### config.mk
export PLATFORM = sky130hd
export DESIGN_NAME = ifid_skid_reg
export DESIGN_NICKNAME = d
export VERILOG_FILES = /design/src/rtl/ifid_skid_reg.sv
export SDC_FILE = /design/constraint.sdc
export NUM_CORES = 1
export LEC_CHECK = 0
export BUFFER_PORTS_ARGS = -buffer_cell sky130_fd_sc_hd__buf_4
export CORE_UTILIZATION = 54
export DETAILED_ROUTE_END_ITERATION = 10
export PLACE_DENSITY = 0.92
export SLEW_MARGIN = 40
export SYNTH_ARGS = -nofsm -noshare
export SYNTH_HDL_FRONTEND = slang
export SYNTH_SLANG_ARGS = --single-unit
### constraint.sdc
create_clock -name clk -period 4.1 [get_ports clk]
set_input_delay 0.41 -clock clk [delete_from_list [all_inputs] [get_ports clk]]
set_output_delay 0.41 -clock clk [all_outputs]
set_load 0.02 [all_outputs]
### src/rtl/ifid_skid_reg.sv
// IF->ID pipeline stage with a two-entry skid buffer (SKID_EN=1) or a single
// register (SKID_EN=0). One entry carries instruction, PC and sideband as a
// single unit. A flush empties the stage and counts every valid entry it
// discards. Outputs show NOP/0/0 whenever no entry is presented.
//
// Handshake: an entry moves across an interface in the cycle where its valid
// and ready are both high at the rising clock edge. Valid must not depend on
// ready. A producer holds its payload stable while valid is high and ready is
// low. With SKID_EN=1, in_ready is decoded from registered state only.
module ifid_skid_reg #(
  parameter int              XLEN       = 32,
  parameter int              SIDE_W     = 4,
  parameter logic [XLEN-1:0] NOP_INSTR  = XLEN'(32'h00000013),
  parameter bit              SKID_EN    = 1'b1,
  parameter int              DROP_CNT_W = 16
) (
  input  logic                  clk,
  input  logic                  rst_n,
  input  logic                  flush_i,
  input  logic                  in_valid,
  output logic                  in_ready,
  input  logic [XLEN-1:0]       in_instr,
  input  logic [XLEN-1:0]       in_pc,
  input  logic [SIDE_W-1:0]     in_side,
  output logic                  out_valid,
  input  logic                  out_ready,
  output logic [XLEN-1:0]       out_instr,
  output logic [XLEN-1:0]       out_pc,
  output logic [SIDE_W-1:0]     out_side,
  output logic [1:0]            level_o,
  output logic [DROP_CNT_W-1:0] drop_cnt_o
);

  // The state encoding equals the number of entries held, so level_o is the
  // FSM state seen directly.
  typedef enum logic [1:0] {
    ST_EMPTY = 2'd0,
    ST_ONE   = 2'd1,
    ST_FULL  = 2'd2
  } state_t;

  state_t state, state_n;

  logic [XLEN-1:0]   main_instr, main_pc, skid_instr, skid_pc;
  logic [SIDE_W-1:0] main_side, skid_side;
  logic              push, pop, accept;
  logic              ld_main_in, ld_main_skid, ld_skid;
  logic [1:0]        drop_inc;
  logic [DROP_CNT_W+1:0] drop_sum;
  logic [DROP_CNT_W-1:0] drop_cnt;

  assign out_valid = (state != ST_EMPTY);
  assign level_o   = state;

  // In skid mode ready depends only on state. In single mode it passes
  // out_ready through combinationally.
  always_comb begin
    if (SKID_EN) in_ready = (state != ST_FULL);
    else         in_ready = (state == ST_EMPTY) | out_ready;
  end

  assign accept = in_valid & in_ready;
  assign push   = accept & ~flush_i;
  assign pop    = out_valid & out_ready;

  // Next-state and payload-steering decode. Flush overrides every transition.
  always_comb begin
    state_n      = state;
    ld_main_in   = 1'b0;
    ld_main_skid = 1'b0;
    ld_skid      = 1'b0;
    if (SKID_EN) begin
      case (state)
        ST_EMPTY: begin
          if (push) begin
            state_n    = ST_ONE;
            ld_main_in = 1'b1;
          end
        end
        ST_ONE: begin
          if (push && !pop) begin
            state_n = ST_FULL;
            ld_skid = 1'b1;
          end else if (push && pop) begin
            ld_main_in = 1'b1;
          end else if (pop) begin
            state_n = ST_EMPTY;
          end
        end
        ST_FULL: begin
          if (pop) begin
            state_n      = ST_ONE;
            ld_main_skid = 1'b1;
          end
        end
        default: state_n = ST_EMPTY;
      endcase
    end else begin
      if (push) begin
        state_n    = ST_ONE;
        ld_main_in = 1'b1;
      end else if (pop) begin
        state_n = ST_EMPTY;
      end
    end
    if (flush_i) state_n = ST_EMPTY;
  end

  // The flush discards held entries except one popped this cycle, plus an
  // incoming entry that was accepted. The sum saturates at all-ones.
  always_comb begin
    drop_inc = level_o - {1'b0, pop} + {1'b0, accept};
    drop_sum = {2'b00, drop_cnt} + (DROP_CNT_W+2)'(drop_inc);
    if (drop_sum[DROP_CNT_W+1:DROP_CNT_W] != 2'b00) drop_sum = {2'b00, {DROP_CNT_W{1'b1}}};
  end

  // State register and flush-drop counter.
  always_ff @(posedge clk or negedge rst_n) begin
    if (!rst_n) begin
      state    <= ST_EMPTY;
      drop_cnt <= '0;
    end else begin
      state <= state_n;
      if (flush_i) drop_cnt <= drop_sum[DROP_CNT_W-1:0];
    end
  end

  // Payload registers. The main register feeds the outputs, and the skid
  // register holds the entry that arrived while decode stalled.
  always_ff @(posedge clk or negedge rst_n) begin
    if (!rst_n) begin
      main_instr <= NOP_INSTR;
      main_pc    <= '0;
      main_side  <= '0;
      skid_instr <= NOP_INSTR;
      skid_pc    <= '0;
      skid_side  <= '0;
    end else begin
      if (ld_main_in) begin
        main_instr <= in_instr;
        main_pc    <= in_pc;
        main_side  <= in_side;
      end else if (ld_main_skid) begin
        main_instr <= skid_instr;
        main_pc    <= skid_pc;
        main_side  <= skid_side;
      end
      if (ld_skid) begin
        skid_instr <= in_instr;
        skid_pc    <= in_pc;
        skid_side  <= in_side;
      end
    end
  end

  assign drop_cnt_o = drop_cnt;
  assign out_instr  = out_valid ? main_instr : NOP_INSTR;
  assign out_pc     = out_valid ? main_pc    : '0;
  assign out_side   = out_valid ? main_side  : '0;

endmodule
# ---- Yosys cells after proc, flatten, opt, wreduce, memory -nomap -nowiden
# Cells that the tools add are included.
dict set report classes {
  addsub 3
  eq_ne 7
  mux 25
  bitwise 4
  reduce_logical 8
}
# operator n
set op_table {}
lappend op_table {{$mux 32} 6}
lappend op_table {{$add 16x2->17} 1}
lappend op_table {{$mux 16} 1}
lappend op_table {{$mux 2} 6}
lappend op_table {{$mux 4} 3}
lappend op_table {{$ne 4x4->1 const B} 2}
lappend op_table {{$mux 1} 7}
lappend op_table {{$ne 3x3->1 const B} 2}
lappend op_table {{$pmux 2 s3} 1}
lappend op_table {{$reduce_bool 2->1} 3}
lappend op_table {{$reduce_and 4->1} 1}
lappend op_table {{$and 1x1->1} 3}
lappend op_table {{$add 2x1->2} 1}
lappend op_table {{$eq 2x1->1 const B} 1}
lappend op_table {{$eq 2x2->1 const B} 1}
lappend op_table {{$logic_and 1x1->1} 2}
lappend op_table {{$logic_not 2->1} 1}
lappend op_table {{$ne 2x2->1 const B} 1}
lappend op_table {{$pmux 1 s2} 1}
lappend op_table {{$sub 2x1->2} 1}
lappend op_table {{$logic_not 1->1} 1}
lappend op_table {{$not 1->1} 1}
dict set report totals {
  reg_bits 154
  input_bits 73
  output_inout_bits 88
}

# ---- Depth between registers and ports, before layout
dict set report depth {
  word_depth 8
  mapped_depth 15
}

# ---- Worst setup path after synthesis
# Ideal clock, no wire load.
dict set report synth_timing {
  path_kind {reg-to-reg}
  startpoint {reg state[1] (netlist: level_o[1])}
  endpoint {reg drop_cnt[10] (netlist: drop_cnt_o[10])}
  setup_time_ns 0.123
  t_arrival_ns 3.256
  slack_ns 0.721
  stages_incl_launch_ff 15
  path_buffers 2
  synth_period_minus_slack_ns 3.379
  path_cell_list {dfrtp_1 -> or2_2 -> clkbuf_1 -> clkbuf_1 -> and2_1 -> ha_1 -> inv_1 -> ha_1 -> xnor2_1 -> xnor2_1 -> fa_1 -> nand3_2 -> or4_1 -> xor2_1 -> nand2_1}
}
dict set report synth_via {
  elab_chain_len 7
}
# element line_no
set synth_rtl {}
lappend synth_rtl {{start, declared} 42} ;# state_t state, state_n;
lappend synth_rtl {{start signal, assigned} 123} ;# state <= state_n;
lappend synth_rtl {{$reduce_bool 2->1} 52} ;# assign out_valid = (state != ST_EMPTY);
lappend synth_rtl {{$and 1x1->1} 64} ;# assign pop = out_valid & out_ready;
lappend synth_rtl {{$sub 2x1->2} 112} ;# drop_inc = level_o - {1'b0, pop} + {1'b0, accept};
lappend synth_rtl {{$add 2x1->2 (*)} 112}
lappend synth_rtl {{$add 16x2->17 (*)} 113} ;# drop_sum = {2'b00, drop_cnt} + (DROP_CNT_W+2)'(drop_inc);
lappend synth_rtl {{$reduce_bool 2->1} 114} ;# if (drop_sum[DROP_CNT_W+1:DROP_CNT_W] != 2'b00) drop_sum = {2'b00, {DROP_CNT_W{1'b1}}};
lappend synth_rtl {{$mux 16 (*)} 114}
lappend synth_rtl {{end signal, assigned} 124} ;# if (flush_i) drop_cnt <= drop_sum[DROP_CNT_W-1:0];
lappend synth_rtl {{end, declared} 50} ;# logic [DROP_CNT_W-1:0] drop_cnt;
# Every way passes the cells marked *; elsewhere a longest branch is shown, timed or not.
# A chain may end at the register's enable or synchronous reset.

# ---- Final worst setup path
dict set report layout_timing {
  startpoint {reg state[1] (netlist: level_o[1])}
  endpoint {reg drop_cnt[15] (netlist: drop_cnt_o[15])}
}
# Same word-level chain as after synthesis.

==> out/qor.csv <==
metric,value,unit
clk_pin_slew,0.06,ns
dr.pass1.iters,5,
placed_area,8230,µm²
drc,0,
port_buffers,160,
instances_no_fill,953,
fp.coreArea,12200,µm²
maxSlewHeadroom,0.453,
rsz0062_at_grt,no,
crit_fanout,11,
ant_nets,0,
routed_wl,17500,µm
start_kind,flip-flop,
fp-row-count,40,
finalCritPeriodShare,0.836,
synth_edf_count,0,
worst_pin_slew,0.820,ns
cts_resized,0,
setup_viol,0,
path_class,reg2reg,
clkLatencyLatePin,0.42,ns
arrival,3.77,ns
seq_area_frac_synth,0.560,
post_cts.repair.setup_buffers,0,
hold_path.class,in2reg,
stdcell_area,8940,µm²
maxCapViolations,0,
synthCells,622,
netlist.area_leader.share,0.537,
power-per-cell-area,547,nW/µm²
grt_use_total,0.280,
grt_pass1_vias,5710,
synthDistinctLibCells,41,
fp.dieW,115,µm
yosysTopAreaCell,dfrtp_1,
syn_avg_cell_area,11.1,µm²
place.gp.congestion,0.844,
clockRootBuffer,clkbuf_16,
dp_cells,919,
cts_tree,built,
status,completed,
start_util,0.565,
area.growth.synth_to_final,29.7,%
dpl.hpwl,11300,µm
finalHoldViolations,0,
synthFlopType,dfrtp_1,
regArea,3860,µm²
required,4.44,ns
dieHeight,115,µm
fp.dieArea,13200,µm²
slew_violations,0,
synthArstFlopShare,1.00,
numClockSinks,154,
yosysWarnings,0,
overflow,0,
ys_ff_latch,154,
power_leakage,4.49,nW
finalCriticalPeriod,3.43,ns
drive_above_1_share,0.362,
multi_input_area,2840,µm²
max_freq,0.292,GHz
tns,0,ns
antenna_cells,0,
peakVddDrop,0.000443,V
cts_buffer_depth,2,
grt_pass1_wl,28000,µm
wl_per_cell,18.4,µm
synth_area,6900,µm²
nFillCells,819,
layout.nets,850,
io_pins,161,
finalClockSkew,0.00834,ns
grt_max_degree,108,
rrSetupSlack,0.67,ns
end_kind,flip-flop,
synth_nets,700,
synth_area_leaders,"dfrtp_1 (54%), mux2_2 (9.6%), nand2_1 (8.3%)",
vias,5451,
antenna_found_initial,0,
drtIter0Drc,420,
viasPerCell,5.72,
numCtsBuffers,17,
cts_htree_levels,4,
-- sequential cells by signal (all words and copies together) (netlist names) --
name / flops
drop_cnt_o: 16
level_o: 2
main_instr: 32
main_pc: 32
main_side: 4
skid_instr: 32
skid_pc: 32
skid_side: 4
-- final cells by class --
cell class / instances / share of cell area
Multi-Input combinational cell: 424 / 0.318
Clock inverter: 12 / 0.0245
Inverter: 3 / 0.00126
Timing Repair Buffer: 172 / 0.151
Tap cell: 168 / 0.0235
Clock buffer: 20 / 0.0511
Sequential cell: 154 / 0.432
-- what timing repair did --
action,in CTS,in global routing
endpoints found under the setup margin,0,0
hold buffers,0,1
hold endpoints to repair,0,33
-- Yosys cell counts, types with 2 or more instances --
cell,n
or3_1,2
inv_1,3
xor2_1,2
o21ai_0,2
nand2_1,152
clkbuf_1,18
and3_1,2
nand2b_1,6
and2_1,67
a21oi_1,4
nor4_1,4
nor2_1,3
nor3_1,2
a22oi_1,68
ha_1,4
o22a_1,2
buf_2,19
mux2_4,9
buf_4,2
dfrtp_1,148
dfstp_2,6
nand3_1,5
xnor2_1,10
nand4_1,6
buf_6,2
mux2_2,59
-- power breakdown --
group | internal (mW) | switching, mW
Combinational | 0.485 | 0.503
Sequential | 1.89 | 0.235
Clock | 1.17 | 0.606
Total | 3.54 | 1.34
-- per-stage QoR --
stage	setup WS, ns	utilization	hold slack, ns	power [mW]
6_report	0.671	0.732	0.228	4.89
5_1_grt	0.436	0.732	0.216	5.11
4_1_cts	0.670	0.729	0.0626	4.91
3_5_place_dp	0.774	0.674	0.454	3.11
3_3_place_gp	0.938	0.670	0.445	3.02
2_1_floorplan	0.721	-	0.114	2.69
-- critical path, stage by stage, from the launching register on --
cell and delay (ns):
dfrtp_1 0.48, or2_2 0.35, and2_1 0.20, ha_1 0.29, inv_1 0.04, ha_1 0.18, xnor2_1 0.13, xnor2_1 0.25
fa_1 0.31, nand3_2 0.15, nor4_4 0.41, nand3_1 0.38, o21ai_0 0.18
-- cell usage in the layout, fill, tap and decap left out, types with 9 or more instances in the layout --
cell type    n
mux2_4       9
buf_4      167
a22oi_1     68
xnor2_1     10
and2_1      66
dfrtp_1    148
nand2_1    152
clkbuf_16   17
mux2_2      59
-- worst paths after layout --
check                      cells past startpoint                      start                          to
setup / recovery                              12     level_o[1]$_DFFE_PN0P_  drop_cnt_o[15]$_DFFE_PN0P_
hold / removal                                 3                   in_pc[8]      main_pc[8]$_DFFE_PN0P_
setup reg to reg                              12     level_o[1]$_DFFE_PN0P_  drop_cnt_o[15]$_DFFE_PN0P_
hold reg to reg                                2  main_instr[1]$_DFFE_PN1P_   main_instr[1]$_DFFE_PN1P_
max in group asynchronous                      4                      rst_n     main_pc[12]$_DFFE_PN0P_
min in group asynchronous                      2                      rst_n  drop_cnt_o[11]$_DFFE_PN0P_
-- cells by family (layout without fill, tap and decap cells) --
group / count (synthesis) / count (layout) / share of synthesized area
compound gates: 82 / 82 / 0.0878
xor+xnor: 12 / 12 / 0.0152
fa+ha+maj: 5 / 5 / 0.0102
buf+inv: 44 / 207 / 0.0307
flops: 154 / 154 / 0.560
mux: 68 / 68 / 0.116
simple gates: 257 / 257 / 0.180
-- layer usage --
layer / wire length (µm) / vias to the layer above / global-route usage
met5: 0 / - / 0
met4: 415 / 0 / 0.129
met3: 1120 / 43 / 0.0780
met2: 9250 / 237 / 0.494
met1: 6720 / 2743 / 0.315
li1: - / 2428 / -
Note: power is estimated with default switching activity, not from simulation.
